### src/rtl/multicycle_controller_pkg.sv
// Purpose: shared definitions for the multicycle RISC-V control unit: the
//          FSM state encoding (also exported on state_o), the opcode
//          constants, and the datapath mux / ALU-op encodings.
// Ports:   none (package).
package riscv_ctrl_pkg;

    typedef enum logic [3:0] {
        S_FETCH     = 4'd0,
        S_DECODE    = 4'd1,
        S_MEMADR    = 4'd2,
        S_MEMREAD   = 4'd3,
        S_MEMWB     = 4'd4,
        S_MEMWRITE  = 4'd5,
        S_EXECUTER  = 4'd6,
        S_EXECUTEI  = 4'd7,
        S_ALUWB     = 4'd8,
        S_BEQ       = 4'd9,
        S_JAL       = 4'd10,
        S_JALR      = 4'd11,
        S_JALR_LINK = 4'd12,
        S_TRAP      = 4'd13
    } state_t;

    localparam logic [6:0] OP_LOAD   = 7'b0000011;
    localparam logic [6:0] OP_STORE  = 7'b0100011;
    localparam logic [6:0] OP_RTYPE  = 7'b0110011;
    localparam logic [6:0] OP_ITYPE  = 7'b0010011;
    localparam logic [6:0] OP_BRANCH = 7'b1100011;
    localparam logic [6:0] OP_JAL    = 7'b1101111;
    localparam logic [6:0] OP_JALR   = 7'b1100111;

    localparam logic [1:0] SRCA_PC    = 2'b00;
    localparam logic [1:0] SRCA_OLDPC = 2'b01;
    localparam logic [1:0] SRCA_RS1   = 2'b10;

    localparam logic [1:0] SRCB_RS2  = 2'b00;
    localparam logic [1:0] SRCB_IMM  = 2'b01;
    localparam logic [1:0] SRCB_FOUR = 2'b10;

    localparam logic [1:0] RES_ALUOUT    = 2'b00;
    localparam logic [1:0] RES_DATA      = 2'b01;
    localparam logic [1:0] RES_ALURESULT = 2'b10;

    localparam logic [1:0] ALUOP_ADD   = 2'b00;
    localparam logic [1:0] ALUOP_SUB   = 2'b01;
    localparam logic [1:0] ALUOP_FUNCT = 2'b10;

    localparam logic [1:0] IMM_I = 2'b00;
    localparam logic [1:0] IMM_S = 2'b01;
    localparam logic [1:0] IMM_B = 2'b10;
    localparam logic [1:0] IMM_J = 2'b11;

endpackage

### src/rtl/multicycle_controller_if.sv
// Purpose: bundle between the multicycle controller and its datapath.
// Modports:
//   master - controller side: samples op/zero/mem_ready, drives all
//            datapath controls plus the state_o debug view.
//   slave  - datapath side: the mirror image.
interface multicycle_controller_if;

    logic [6:0] op;
    logic       zero;
    logic       mem_ready;

    logic       pc_write;
    logic       adr_src;
    logic       ir_write;
    logic       mem_write;
    logic       reg_write;
    logic       illegal;
    logic       instr_done;
    logic [1:0] result_src;
    logic [1:0] alu_src_a;
    logic [1:0] alu_src_b;
    logic [1:0] alu_op;
    logic [1:0] imm_src;
    logic [3:0] state_o;

    modport master (
        input  op, zero, mem_ready,
        output pc_write, adr_src, ir_write, mem_write, reg_write, illegal,
               instr_done, result_src, alu_src_a, alu_src_b, alu_op,
               imm_src, state_o
    );

    modport slave (
        output op, zero, mem_ready,
        input  pc_write, adr_src, ir_write, mem_write, reg_write, illegal,
               instr_done, result_src, alu_src_a, alu_src_b, alu_op,
               imm_src, state_o
    );

endinterface

### src/rtl/multicycle_controller_opdecode.sv
// Purpose: combinational opcode decode for the multicycle controller.
// Ports:
//   op       in  opcode field of the instruction register
//   dec_next out state to enter after DECODE (S_TRAP for illegal ops)
//   imm_src  out immediate format select
//   legal    out opcode is supported in this configuration
module mc_opdecode
    import riscv_ctrl_pkg::*;
#(
    parameter int unsigned ENABLE_ITYPE = 1,
    parameter int unsigned ENABLE_JALR  = 1
) (
    input  logic [6:0] op,
    output state_t     dec_next,
    output logic [1:0] imm_src,
    output logic       legal
);

    always_comb begin
        dec_next = S_TRAP;
        imm_src  = IMM_I;
        legal    = 1'b0;
        case (op)
            OP_LOAD: begin
                dec_next = S_MEMADR;
                legal    = 1'b1;
            end
            OP_STORE: begin
                dec_next = S_MEMADR;
                imm_src  = IMM_S;
                legal    = 1'b1;
            end
            OP_RTYPE: begin
                dec_next = S_EXECUTER;
                legal    = 1'b1;
            end
            // imm_src keeps its I-format value even when the op is disabled
            OP_ITYPE: begin
                if (ENABLE_ITYPE != 0) begin
                    dec_next = S_EXECUTEI;
                    legal    = 1'b1;
                end
            end
            OP_BRANCH: begin
                dec_next = S_BEQ;
                imm_src  = IMM_B;
                legal    = 1'b1;
            end
            OP_JAL: begin
                dec_next = S_JAL;
                imm_src  = IMM_J;
                legal    = 1'b1;
            end
            OP_JALR: begin
                if (ENABLE_JALR != 0) begin
                    dec_next = S_JALR;
                    legal    = 1'b1;
                end
            end
            default: ;
        endcase
    end

endmodule

### src/rtl/multicycle_controller.sv
// Purpose: multicycle RISC-V control FSM. Holds the state register and the
//          Moore output decode; opcode decode lives in mc_opdecode.
// Ports:
//   clk    in  rising-edge clock
//   reset  in  synchronous active-high reset; while high all outputs except
//              state_o are forced to zero
//   bus    master modport of multicycle_controller_if (op/zero/mem_ready in,
//          datapath controls and state_o out)
//
// state      | meaning
// -----------+-----------------------------------------------------------
// FETCH      | read instruction, PC <= PC+4; waits for mem_ready
// DECODE     | read registers, compute branch target
// MEMADR     | compute load/store address
// MEMREAD    | load data read; waits for mem_ready
// MEMWB      | write loaded data to register file
// MEMWRITE   | store data write; waits for mem_ready
// EXECUTER   | R-type ALU operation
// EXECUTEI   | I-type ALU operation
// ALUWB      | write ALU result to register file
// BEQ        | compare, take branch when zero
// JAL        | PC <= target, compute link address
// JALR       | PC <= rs1+imm
// JALR_LINK  | compute link address OldPC+4
// TRAP       | illegal opcode; held until reset
module multicycle_controller
    import riscv_ctrl_pkg::*;
#(
    parameter int unsigned ENABLE_ITYPE = 1,
    parameter int unsigned ENABLE_JALR  = 1
) (
    input  logic                    clk,
    input  logic                    reset,
    multicycle_controller_if.master bus
);

    state_t     state;
    state_t     state_next;
    state_t     dec_next;
    logic [1:0] dec_imm_src;
    logic       dec_legal;

    logic       pc_write;
    logic       adr_src;
    logic       ir_write;
    logic       mem_write;
    logic       reg_write;
    logic       illegal;
    logic [1:0] result_src;
    logic [1:0] alu_src_a;
    logic [1:0] alu_src_b;
    logic [1:0] alu_op;

    mc_opdecode #(
        .ENABLE_ITYPE (ENABLE_ITYPE),
        .ENABLE_JALR  (ENABLE_JALR)
    ) u_opdecode (
        .op       (bus.op),
        .dec_next (dec_next),
        .imm_src  (dec_imm_src),
        .legal    (dec_legal)
    );

    always_comb begin
        state_next = state;
        case (state)
            S_FETCH:     if (bus.mem_ready) state_next = S_DECODE;
            S_DECODE:    state_next = dec_legal ? dec_next : S_TRAP;
            S_MEMADR:    state_next = (bus.op == OP_LOAD) ? S_MEMREAD : S_MEMWRITE;
            S_MEMREAD:   if (bus.mem_ready) state_next = S_MEMWB;
            S_MEMWB:     state_next = S_FETCH;
            S_MEMWRITE:  if (bus.mem_ready) state_next = S_FETCH;
            S_EXECUTER:  state_next = S_ALUWB;
            S_EXECUTEI:  state_next = S_ALUWB;
            S_ALUWB:     state_next = S_FETCH;
            S_BEQ:       state_next = S_FETCH;
            S_JAL:       state_next = S_ALUWB;
            S_JALR:      state_next = S_JALR_LINK;
            S_JALR_LINK: state_next = S_ALUWB;
            S_TRAP:      state_next = S_TRAP;
            // unused encodings park in TRAP so a corrupted state is visible
            default:     state_next = S_TRAP;
        endcase
    end

    always_ff @(posedge clk) begin
        if (reset) state <= S_FETCH;
        else       state <= state_next;
    end

    // Every field defaults to 00/0, which is also the forced value in reset.
    always_comb begin
        pc_write   = 1'b0;
        adr_src    = 1'b0;
        ir_write   = 1'b0;
        mem_write  = 1'b0;
        reg_write  = 1'b0;
        illegal    = 1'b0;
        result_src = RES_ALUOUT;
        alu_src_a  = SRCA_PC;
        alu_src_b  = SRCB_RS2;
        alu_op     = ALUOP_ADD;
        if (!reset) begin
            case (state)
                S_FETCH: begin
                    alu_src_b  = SRCB_FOUR;
                    result_src = RES_ALURESULT;
                    // IR and PC update only in the cycle the fetch completes
                    ir_write   = bus.mem_ready;
                    pc_write   = bus.mem_ready;
                end
                S_DECODE: begin
                    alu_src_a = SRCA_OLDPC;
                    alu_src_b = SRCB_IMM;
                end
                S_MEMADR: begin
                    alu_src_a = SRCA_RS1;
                    alu_src_b = SRCB_IMM;
                end
                S_MEMREAD: begin
                    adr_src = 1'b1;
                end
                S_MEMWB: begin
                    result_src = RES_DATA;
                    reg_write  = 1'b1;
                end
                S_MEMWRITE: begin
                    adr_src   = 1'b1;
                    mem_write = 1'b1;
                end
                S_EXECUTER: begin
                    alu_src_a = SRCA_RS1;
                    alu_op    = ALUOP_FUNCT;
                end
                S_EXECUTEI: begin
                    alu_src_a = SRCA_RS1;
                    alu_src_b = SRCB_IMM;
                    alu_op    = ALUOP_FUNCT;
                end
                S_ALUWB: begin
                    reg_write = 1'b1;
                end
                S_BEQ: begin
                    alu_src_a = SRCA_RS1;
                    alu_op    = ALUOP_SUB;
                    pc_write  = bus.zero;
                end
                S_JAL: begin
                    alu_src_a = SRCA_OLDPC;
                    alu_src_b = SRCB_FOUR;
                    pc_write  = 1'b1;
                end
                S_JALR: begin
                    alu_src_a  = SRCA_RS1;
                    alu_src_b  = SRCB_IMM;
                    result_src = RES_ALURESULT;
                    pc_write   = 1'b1;
                end
                S_JALR_LINK: begin
                    alu_src_a = SRCA_OLDPC;
                    alu_src_b = SRCB_FOUR;
                end
                S_TRAP: begin
                    illegal = 1'b1;
                end
                default: ;
            endcase
        end
    end

    assign bus.pc_write   = pc_write;
    assign bus.adr_src    = adr_src;
    assign bus.ir_write   = ir_write;
    assign bus.mem_write  = mem_write;
    assign bus.reg_write  = reg_write;
    assign bus.illegal    = illegal;
    assign bus.result_src = result_src;
    assign bus.alu_src_a  = alu_src_a;
    assign bus.alu_src_b  = alu_src_b;
    assign bus.alu_op     = alu_op;
    assign bus.imm_src    = reset ? 2'b00 : dec_imm_src;
    assign bus.instr_done = !reset && (state != S_FETCH) && (state_next == S_FETCH);
    assign bus.state_o    = state;

endmodule

### src/flat_wrapper.sv
// flat-port wrapper written by rule: the top's interface ports become plain ports
module multicycle_controller_flat import riscv_ctrl_pkg::*;
#(
    parameter int unsigned ENABLE_ITYPE = 1,
    parameter int unsigned ENABLE_JALR  = 1
)
  (clk, reset, bus_op, bus_zero, bus_mem_ready, bus_pc_write, bus_adr_src, bus_ir_write, bus_mem_write, bus_reg_write, bus_illegal, bus_instr_done, bus_result_src, bus_alu_src_a, bus_alu_src_b, bus_alu_op, bus_imm_src, bus_state_o);
  multicycle_controller_if bus_i ();
  input  logic clk;
  input  logic reset;
  input wire logic [$bits(bus_i.op)-1:0] bus_op;
  input wire logic [$bits(bus_i.zero)-1:0] bus_zero;
  input wire logic [$bits(bus_i.mem_ready)-1:0] bus_mem_ready;
  output wire logic [$bits(bus_i.pc_write)-1:0] bus_pc_write;
  output wire logic [$bits(bus_i.adr_src)-1:0] bus_adr_src;
  output wire logic [$bits(bus_i.ir_write)-1:0] bus_ir_write;
  output wire logic [$bits(bus_i.mem_write)-1:0] bus_mem_write;
  output wire logic [$bits(bus_i.reg_write)-1:0] bus_reg_write;
  output wire logic [$bits(bus_i.illegal)-1:0] bus_illegal;
  output wire logic [$bits(bus_i.instr_done)-1:0] bus_instr_done;
  output wire logic [$bits(bus_i.result_src)-1:0] bus_result_src;
  output wire logic [$bits(bus_i.alu_src_a)-1:0] bus_alu_src_a;
  output wire logic [$bits(bus_i.alu_src_b)-1:0] bus_alu_src_b;
  output wire logic [$bits(bus_i.alu_op)-1:0] bus_alu_op;
  output wire logic [$bits(bus_i.imm_src)-1:0] bus_imm_src;
  output wire logic [$bits(bus_i.state_o)-1:0] bus_state_o;
  assign bus_i.op = bus_op;
  assign bus_i.zero = bus_zero;
  assign bus_i.mem_ready = bus_mem_ready;
  assign bus_pc_write = bus_i.pc_write;
  assign bus_adr_src = bus_i.adr_src;
  assign bus_ir_write = bus_i.ir_write;
  assign bus_mem_write = bus_i.mem_write;
  assign bus_reg_write = bus_i.reg_write;
  assign bus_illegal = bus_i.illegal;
  assign bus_instr_done = bus_i.instr_done;
  assign bus_result_src = bus_i.result_src;
  assign bus_alu_src_a = bus_i.alu_src_a;
  assign bus_alu_src_b = bus_i.alu_src_b;
  assign bus_alu_op = bus_i.alu_op;
  assign bus_imm_src = bus_i.imm_src;
  assign bus_state_o = bus_i.state_o;
  multicycle_controller #(.ENABLE_ITYPE(ENABLE_ITYPE), .ENABLE_JALR(ENABLE_JALR)) u_core (.clk(clk), .reset(reset), .bus(bus_i));
endmodule
### config.mk
export PLATFORM = sky130hd
export DESIGN_NAME = multicycle_controller_flat
export DESIGN_NICKNAME = d
export VERILOG_FILES = /design/src/rtl/multicycle_controller_pkg.sv /design/src/rtl/multicycle_controller_if.sv /design/src/rtl/multicycle_controller_opdecode.sv /design/src/rtl/multicycle_controller.sv /design/src/flat_wrapper.sv
export SDC_FILE = /design/constraint.sdc
export NUM_CORES = 1
export LEC_CHECK = 0
export CORE_UTILIZATION = 35
export DETAILED_ROUTE_END_ITERATION = 16
export GPL_ROUTABILITY_DRIVEN = 0
export HOLD_SLACK_MARGIN = 0.05
export PLACE_DENSITY_LB_ADDON = 0.2
export SETUP_SLACK_MARGIN = 0.2
export SYNTH_ARGS = -nofsm -noshare
export SYNTH_HDL_FRONTEND = slang
export SYNTH_SLANG_ARGS = --single-unit
### constraint.sdc
create_clock -name clk -period 2 [get_ports clk]
set_input_delay 0.3 -clock clk [delete_from_list [all_inputs] [get_ports clk]]
set_output_delay 0.3 -clock clk [all_outputs]
set_load 0.1 [all_outputs]
==> results of run 1 <==
-- kinds of logic after synthesis --
| kind of cell | after synthesis | share of synthesized area, % |
|---|---|---|
| xor+xnor | 3 | 4.11 |
| mux | 1 | 1.57 |
| simple gates | 53 | 44.2 |
| buf+inv | 11 | 6.46 |
| compound gates | 32 | 31.1 |
| flops | 4 | 12.5 |
-- per-stage QoR --
step	utilization, %	cell area [sq um]
2_1_floorplan	-	965
3_5_place_dp	91.0	1570
3_3_place_gp	91.0	1570
-- synth_stat cells --
cell	number	share of area [%]
or2_1	1	0.98
and2_1	1	0.98
dfxtp_1	4	13
a41oi_1	1	1.4
a21oi_1	12	9.4
o211ai_1	1	1.2
xor2_1	1	1.4
or3_1	1	0.98
o311a_1	1	1.6
or2_4	1	1.4
and3_1	5	4.9
o31ai_1	2	2.3
nor2b_1	1	0.98
o32a_1	1	1.6
a21boi_0	1	1.2
nand3_1	2	1.6
nor4_2	1	2.0
or3_4	1	1.8
nand2_1	10	5.9
nor3_1	5	3.9
a2111oi_0	2	2.7
clkbuf_1	7	4.1
a21o_1	1	1.2
inv_1	2	1.2
o21ai_0	8	6.3
buf_1	2	1.2
xnor2_1	2	2.7
a211oi_1	2	2.3
nor4_1	4	3.9
nor2_1	13	7.6
nand2b_1	5	4.9
nor4b_1	1	1.4
mux2i_1	1	1.6
or4_1	1	1.2
==> run metrics, run 1 <==
status=aborted with a tool error; Exit stage=4_1_cts; error msg=[ERROR DPL-0038] Utilization greater than 100%, impossible to legalize; die width=44.7 um; #FFs+latches synth=4; register area share after synthesis=12.5%; post-CTS sizing=59; hpwl dp=2380 um; Post-CTS Setup Bufs=16; Max Buffers Root-to-Sink=2; post-synthesis cell area=639 sq um; Root Buffer=clkbuf_4; Netlist cell types=34; total CTS buffers=3; syn_area_per_cell=6.15 sq um; Ports=32; initial core utilization=37.0%; Row Count=15; Post-Synthesis Cells=104; dpl cells=176; Port-buffer cells=31; net count after synthesis=115; CTS Sinks=4; pre-CTS setup slack=-0.594 ns; Die Y=44.7 um; number of hold buffers added after cts=0; CTS HTree Levels=1; Ys Warns=0
==> run 2, diff against run 1 <==
CORE_AREA = 2 2 63 65   (was not set)
CORE_UTILIZATION = not set   (was 35)
DIE_AREA = 0 0 65 67   (was not set)
HOLD_SLACK_MARGIN = not set   (was 0.05)
PLACE_DENSITY_LB_ADDON = 0.15   (was 0.2)
SETUP_SLACK_MARGIN = not set   (was 0.2)
clock period = 2.6 ns   (was 2 ns; I/O delays follow)
==> run metrics, run 2 <==
status=complete, no violations; Row Count=22 (+7); min Tclk post-route=2.52 ns; number of hold buffers added after cts=0 (unchanged); GRT met3 Usage=2.70%; clock power share=15.2%; grt ovf=0; largest net degree at the start of global routing=25; Port-buffer cells=31 (unchanged); CTS Sinks=4 (unchanged); top cell type's share of synthesized area=12.5% (unchanged); highest-count cells in the layout ignoring fill and taps=buf_4, buf_12, a21oi_1, nor2_1, nand2_1; switching part of the total=55.4%; number of flops mapped to enable cells by yosys=0 (unchanged); fmax=397 MHz; Vias/cell=4.87; PwrDens=593 mW/mm^2; max FFs per register=4; Net Switching=0.477 mW; #FFs+latches synth=4 (unchanged); maxcap violations=0; vias in the first global route=829; WL per Instance=13.1 um; Root Buffer=clkbuf_8; max_slew headroom=73.7%; final period utilization=96.8%; Reg2Reg Depth=5; Max Buffers Root-to-Sink=2 (unchanged); pre-CTS setup slack=-0.251 ns (+0.343 ns); Post-synth ARST share=0% (unchanged); Syn-to-layout area delta=127%; Nets=156; critical path buffer and inverter count=2; critical hold path startpoint=u_core.bus.state_o[1]; final hold viol count=0; clk slew on worst S/H paths=0.03 ns; Ports=32 (unchanged); Main synth FF type=dfxtp_1; core area=0.00361 sq mm; initial core utilization=17.7% (-19 points); layout cell share with drive strength beyond 1=42.0%; slowest stage cell, crit path=or3_4; crit-path max cell delay=0.34 ns; Ys Warns=0 (unchanged); DRC=0; Pint=0.384 mW; antenna violations before repair=0; fin util=40.2%; total CTS buffers=3 (unchanged); die width=65 um (+45%); die area=0.00436 sq mm; Post-synth top cells=nor2_1, a21oi_1, nand2_1; Comb power frac=69.8%; LEAKAGE=0.527 nW; min-delay worst type=reg2reg; clock network latency to the later pin of the worst-skew pair=0.22 ns; Reg-to-Reg End=u_core.bus.state_o[1]; CP Max Fanout=2; DRT Pass-1 Iters=4; sequential share of power=15.0%; hold path cells=2; CTS HTree Levels=1 (unchanged); register area share after synthesis=12.5% (unchanged); Fin Hold WS=0.648 ns; met1 Track Usage GR=15.5%; Die Y=67 um (+50%); Netlist cell types=34 (unchanged); Post-Synthesis Cells=104 (unchanged); Slew @ Worst Pin=0.392 ns; 1st-iter DRT viols=34; # setup viols final=0; Setup crit end kind=output pin; CP arrival=2.13 ns; Worst EP required=2.21 ns; post-synthesis cell area=639 sq um (unchanged); peak supply drop=0.382 mV; via count=931; Setup Skew=0.00397 ns; R2R Path Start=u_core.bus.state_o[2]; CP Cell Sequence=dlygate4sd2_1, or3_4, or2_4, o311a_1, nor4_2, and3_4, buf_12; Startpoint Class=input pin; most common cell after layout, fill and taps aside=buf_4; Post-DRT Antenna Nets=0; global-route wire length before repair=3930 um; unrepaired setup endpoints after global routing=no; Yosys top cell by area=dfxtp_1; Final Slew Violations=0; syn_area_per_cell=6.15 sq um (unchanged); CTS tree=done; Total GRT Usage=11.4%; delay-heaviest family, CP=simple AND/OR/NAND/NOR gates; busiest metal layer after global routing=met2; hpwl dp=1900 um (-20%); ANT cells=0; net count after synthesis=115 (unchanged); grt met2 use=18.3%; Worst R2R Setup Slack=0.95 ns; WL final=2510 um; count leader, synth=nor2_1; top post-synthesis cells by area=dfxtp_1, a21oi_1, nor2_1; fill count=362; CP Class=in2out; WHS Endpoint=u_core.bus.state_o[0]; Setup WS post-layout=0.0836 ns
-- run 2: cell counts after synthesis --
No cell type changed its count.
-- run 2: worst max path at each step --
stage | depth (start not counted) | slack [ns] | start | end
6_report | 7 | 0.08 | bus_op[6] | bus_instr_done
5_1_grt | 8 | 0.0008 | bus_op[0] | bus_instr_done
4_1_cts | 7 | 0.03 | bus_op[2] | bus_instr_done
3_5_place_dp | 7 | -0.25 | bus_op[3] | bus_instr_done
3_3_place_gp | 7 | -0.27 | bus_op[3] | bus_instr_done
2_1_floorplan | 4 | 0.003 | u_core.bus.state_o[1] | bus_result_src[1]
-- run 2: timing repair --
action / 4_1_cts / 5_1_grt
pin swaps: 3 / 0
gates resized for setup: 5 / 2
gates cloned: 0 / 0
buffers inserted: 1 / 0
endpoints found under the setup margin: 1 / 1
-- run 2: per-stage QoR --
stage	cells	power, mW	area (sq um)	TNS, ns
floorplan	104	0.536	811	0
global placement	187	0.721	1400	-0.266
detailed placement	187	0.724	1400	-0.251
CTS	191	0.865	1450	0
global route	191	0.905	1450	0
finish	191	0.861	1450	0
-- run 2: worst min-delay path: stages, from the launching register on --
cell and delay (ns):
dfxtp_4 0.39, a21oi_1 0.13, a21oi_1 0.07
-- run 2: routing by layer --
metal,routed length (um),vias to the layer above
li1,-,458
met1,1140,434
met2,1160,39
met3,202,0
met4,0,0
met5,0,-
-- run 2: cell families after synthesis --
logic type,synth area share [%]
DFF,12.5
buffers and inverters,6.46
muxes,1.57
AOI/OAI and AO/OA,31.1
xor gates and xnor gates,4.11
and+or+nand+nor,44.2
-- run 2: cell type report --
type / count / area, sq um / area share [%]
Clock buffer: 3 / 41.3 / 2.84
Inverter: 2 / 7.51 / 0.517
Multi-Input combinational cell: 89 / 673 / 46.4
Sequential cell: 4 / 95.1 / 6.55
Tap cell: 48 / 60.1 / 4.14
Timing Repair Buffer: 45 / 574 / 39.6
-- run 2: power groups by stage --
stage	Combinational [mW]	Sequential, mW	Clock (mW)
2_1_floorplan	0.389	0.147	0
3_3_place_gp	0.592	0.129	0
3_5_place_dp	0.595	0.129	0
4_1_cts	0.605	0.128	0.133
5_1_grt	0.631	0.133	0.141
6_report	0.601	0.129	0.131
No activity file was read; power rests on OpenSTA's default activity.
==> run 3, diff against run 2 <==
CORE_AREA = 5 5 66 68   (was 2 2 63 65)
DIE_AREA = 0 0 71 73   (was 0 0 65 67)
==> run metrics, run 3 (same netlist as run 2, synthesis figures left out) <==
Setup Skew=0.00167 ns (-0.00230 ns); clk slew on worst S/H paths=0.03 ns (about the same); fill count=397 (+9.7%); Max Buffers Root-to-Sink=2 (unchanged); max_slew headroom=70.5% (-3.2 points); Setup crit end kind=output pin; DRT Pass-1 Iters=4 (unchanged); Nets=162 (+3.8%); initial core utilization=16.8% (-0.90 points); highest-count cells in the layout ignoring fill and taps=buf_4, buf_12, a21oi_1, nor2_1, nand2_1; clock network latency to the later pin of the worst-skew pair=0.22 ns (about the same); Startpoint Class=input pin; placed inst area=0.00140 sq mm (+0.18%); fmax=395 MHz (-0.50%); critical path buffer and inverter count=2 (unchanged); WL final=2730 um (+9.0%); Vias/cell=4.74 (-2.7%); final hold viol count=0 (unchanged); CP arrival=2.14 ns (about the same); CP Class=in2out; antenna violations before repair=0 (unchanged); largest net degree at the start of global routing=25 (unchanged); total CTS buffers=3 (unchanged); Ports=32 (unchanged); LEAKAGE=0.577 nW (+9.4%); vias in the first global route=953 (+15%); core area=0.00380 sq mm (+5.3%); # setup viols final=0 (unchanged); die width=71 um (+9.2%); number of hold buffers added after cts=0 (unchanged); status=complete, no violations; PwrDens=603 mW/mm^2 (+1.5%); WL per Instance=13.7 um (+4.6%); 1st-iter DRT viols=58 (+71%); Row Count=23 (+4.5%); via count=944 (+1.4%); most common cell after layout, fill and taps aside=buf_4; Syn-to-layout area delta=136%; slowest stage cell, crit path=or3_4; layout cell share with drive strength beyond 1=47.0% (+5.0 points); CTS HTree Levels=1 (unchanged); grt ovf=0 (unchanged); Root Buffer=clkbuf_8; setup TNS=0 ns (unchanged); crit-path max cell delay=0.38 ns (+0.04 ns); Total GRT Usage=10.9% (-0.49 points); Port-buffer cells=31 (unchanged); min-delay worst type=reg2reg; ANT cells=0 (unchanged); Worst EP required=2.21 ns (about the same); delay-heaviest family, CP=simple AND/OR/NAND/NOR gates; cell area after layout=0.00151 sq mm (+4.1%); CP Cell Sequence=clkbuf_2, or3_4, or2_4, o311a_4, nor4_4, and3_4, buf_12; max FFs per register=4 (unchanged); Post-DRT Antenna Nets=0 (unchanged); Final Slew Violations=0 (unchanged); global-route wire length before repair=4660 um (+19%); hpwl dp=1930 um (+1.7%); CP Max Fanout=2 (unchanged); maxcap violations=0 (unchanged); Die Y=73 um (+9.0%); DRC=0 (unchanged); min Tclk post-route=2.53 ns (+0.0128 ns); CTS tree=done; peak supply drop=0.267 mV (-30%); Slew @ Worst Pin=0.442 ns (+0.0499 ns); final period utilization=97.3% (+0.49 points); die area=0.00518 sq mm (+19%); CTS Sinks=4 (unchanged); Pwr Total=0.910 mW (+5.7%); unrepaired setup endpoints after global routing=no
run 3: power by group:
| group | switching [mW] | internal, mW |
|---|---|---|
| Clock | 0.0337 | 0.0988 |
| Sequential | 0.0552 | 0.0737 |
| Combinational | 0.404 | 0.245 |
| Total | 0.492 | 0.418 |
run 3: tightest hold or removal path, stage by stage (launching register included):
cell and delay, ns:
dfxtp_4 0.44, a21oi_1 0.15, a21oi_1 0.07
run 3: worst paths after layout:
| kind | startpoint | to | slack [ns] | cells after the start |
|---|---|---|---|---|
| worst max-delay path | bus_op[3] | bus_instr_done | 0.07 | 7 |
| worst min-delay path | u_core.bus.state_o[1] | u_core.bus.state_o[0] | 0.70 | 2 |
| worst max register to register | u_core.bus.state_o[2] | u_core.bus.state_o[2] | 0.20 | 12 |
| worst min register to register | u_core.bus.state_o[1] | u_core.bus.state_o[0] | 0.70 | 2 |
run 3: area by class of cell:
| type | count | area, sq um | area share (%) |
|---|---|---|---|
| Inverter | 2 | 7.51 | 0.497 |
| Multi-Input combinational cell | 89 | 693 | 45.9 |
| Timing Repair Buffer | 51 | 611 | 40.4 |
| Tap cell | 50 | 62.6 | 4.14 |
| Sequential cell | 4 | 95.1 | 6.30 |
| Clock buffer | 3 | 41.3 | 2.73 |
run 3: metal layers:
| metal | track usage [%] | vias up | routed length [um] |
|---|---|---|---|
| met3 | 1.65 | 2 | 117 |
| li1 | - | 474 | - |
| met4 | 3.76 | 0 | 17 |
| met2 | 19.5 | 29 | 1400 |
| met1 | 13.4 | 439 | 1200 |
| met5 | 0 | - | 0 |
run 3: metrics by stage:
stage	utilization [%]	worst slack, ns	hold WS (ns)	instances
4_1_cts	39.2	0.0238	0.696	198
3_5_place_dp	36.9	-0.289	0.687	189
6_report	39.8	0.0709	0.699	199
3_3_place_gp	36.9	-0.249	0.697	189
2_1_floorplan	-	0.00269	0.627	104
5_1_grt	39.8	0.0169	0.743	199
run 3: timing repair:
item | CTS | global route
endpoints found under the setup margin | 1 | 1
pin swaps | 3 | 5
setup buffers | 6 | 1
gates resized for setup | 4 | 12
==> run 4, diff against run 3 <==
PLACE_DENSITY = 0.49   (was not set)
PLACE_DENSITY_LB_ADDON = not set   (was 0.15)
TNS_END_PERCENT = 5   (was not set)
clock period = 2.4 ns   (was 2.6 ns; I/O delays follow)
==> run metrics, run 4 (same netlist as run 2, synthesis figures left out) <==
final hold viol count=0 (unchanged); grt ovf=0 (unchanged); WL final=2660 um (-2.6%); CP Class=in2out; initial core utilization=16.8% (unchanged); most common cell after layout, fill and taps aside=buf_4; hold path cells=2 (unchanged); # setup viols final=0 (unchanged); Nets=168 (+3.7%); setup TNS=0 ns (unchanged); layout cell share with drive strength beyond 1=52.9% (+5.9 points); largest net degree at the start of global routing=18 (-28%); PwrDens=644 mW/mm^2 (+6.9%); antenna violations before repair=0 (unchanged); clock network latency to the later pin of the worst-skew pair=0.21 ns (about the same); Syn-to-layout area delta=146%; fmax=420 MHz; CP arrival=2.02 ns (-0.12 ns); Ports=32 (unchanged); Die Y=73 um (unchanged); Root Buffer=clkbuf_8; maxcap violations=0 (unchanged); DRT Pass-1 Iters=4 (unchanged); Slew @ Worst Pin=0.396 ns (-0.0461 ns); Fin Hold WS=0.691 ns (-0.00845 ns); hpwl dp=2000 um (+3.6%); highest-count cells in the layout ignoring fill and taps=buf_4, buf_12, a21oi_1, nand2_1, nor2_1; Vias/cell=4.51 (-4.9%); number of hold buffers added after cts=0 (unchanged); via count=925 (-2.0%); total CTS buffers=3 (unchanged); Max Buffers Root-to-Sink=2 (unchanged); Pwr Total=1.01 mW (+11%); Row Count=23 (unchanged); Reg2Reg Depth=13 (+1); die area=0.00518 sq mm (unchanged); Total GRT Usage=10.3% (-0.66 points); unrepaired setup endpoints after global routing=yes; core area=0.00380 sq mm (unchanged); CTS tree=done; CTS HTree Levels=1 (unchanged); Worst EP required=2.04 ns (-0.17 ns); Final Slew Violations=0 (unchanged); max_slew headroom=73.4% (+3.0 points); max FFs per register=4 (unchanged); min-delay worst type=reg2reg; vias in the first global route=971 (+1.9%); CP Max Fanout=2 (unchanged); clk slew on worst S/H paths=0.03 ns (about the same); peak supply drop=0.375 mV (+41%); Setup Skew=0.00234 ns (+0.000669 ns); final period utilization=99.1%; LEAKAGE=0.592 nW (+2.8%); DRC=0 (unchanged); die width=71 um (unchanged); min Tclk post-route=2.38 ns; CTS Sinks=4 (unchanged); Port-buffer cells=31 (unchanged); Post-DRT Antenna Nets=0 (unchanged); 1st-iter DRT viols=41 (-29%); Setup crit end kind=output pin; status=complete, no violations; WL per Instance=13.0 um (-5.4%); fill count=396 (-0.25%); ANT cells=0 (unchanged); global-route wire length before repair=4460 um (-4.4%); Startpoint Class=input pin
## run 4: cell types whose count changed in the layout (fill, tap and decap cells not counted), moves of 2 or more
cell | previous run | this run
dlymetal6s2s_1 | 2 | 0
dlygate4sd2_1 | 0 | 2
dfxtp_4 | 4 | 1
clkbuf_2 | 3 | 0
nand2b_1 | 5 | 3
buf_4 | 24 | 30
dfxtp_2 | 0 | 2
## run 4: power breakdown
| part | internal, mW | leakage (nW) | switching (mW) |
|---|---|---|---|
| logic | 0.296 | 0.537 | 0.479 |
| registers | 0.0796 | 0.0343 | 0.0214 |
| clock network | 0.107 | 0.0216 | 0.0310 |
## run 4: cell type report
class / count / area, sq um / share of cell area [%]
multi-input combinational: 89 / 712 / 45.2
timing repair buffer: 57 / 664 / 42.2
sequential: 4 / 86.3 / 5.48
tap: 50 / 62.6 / 3.97
clock buffer: 3 / 41.3 / 2.62
inverter: 2 / 7.51 / 0.477
## run 4: final timing paths
kind,startpoint,end,slack [ns]
worst max-delay path,bus_op[6],bus_instr_done,0.02
worst min-delay path,u_core.bus.state_o[1],u_core.bus.state_o[0],0.69
worst max register to register,u_core.bus.state_o[1],u_core.bus.state_o[2],0.12
worst min register to register,u_core.bus.state_o[1],u_core.bus.state_o[0],0.69
## run 4: per-stage QoR
| step | utilization (%) | cell area (sq um) | worst slack [ns] | cells |
|---|---|---|---|---|
| floorplan | - | 778 | -0.604 | 104 |
| global placement | 37.2 | 1410 | -0.428 | 194 |
| detailed placement | 37.2 | 1410 | -0.468 | 194 |
| CTS | 40.0 | 1520 | 0.00139 | 205 |
| global route | 41.4 | 1570 | -0.0452 | 205 |
| finish | 41.4 | 1570 | 0.0217 | 205 |
## run 4: critical path, cell delays in order
cell	delay, ns
buf_8	0.09
or3_4	0.38
or2_4	0.26
o311a_4	0.36
nor4_4	0.15
and3_4	0.24
buf_12	0.17
## run 4: what timing repair did
item | CTS | global route
setup buffers | 8 | 0
pin swaps | 6 | 1
gates resized for setup | 21 | 12
endpoints found under the setup margin | 1 | 2
## run 4: layer usage
layer	global-route usage, %	up-vias	routed length, um
met5	0	-	0
met4	3.13	0	18
met3	2.07	2	122
met2	16.7	26	1250
met1	13.7	414	1270
li1	-	483	-
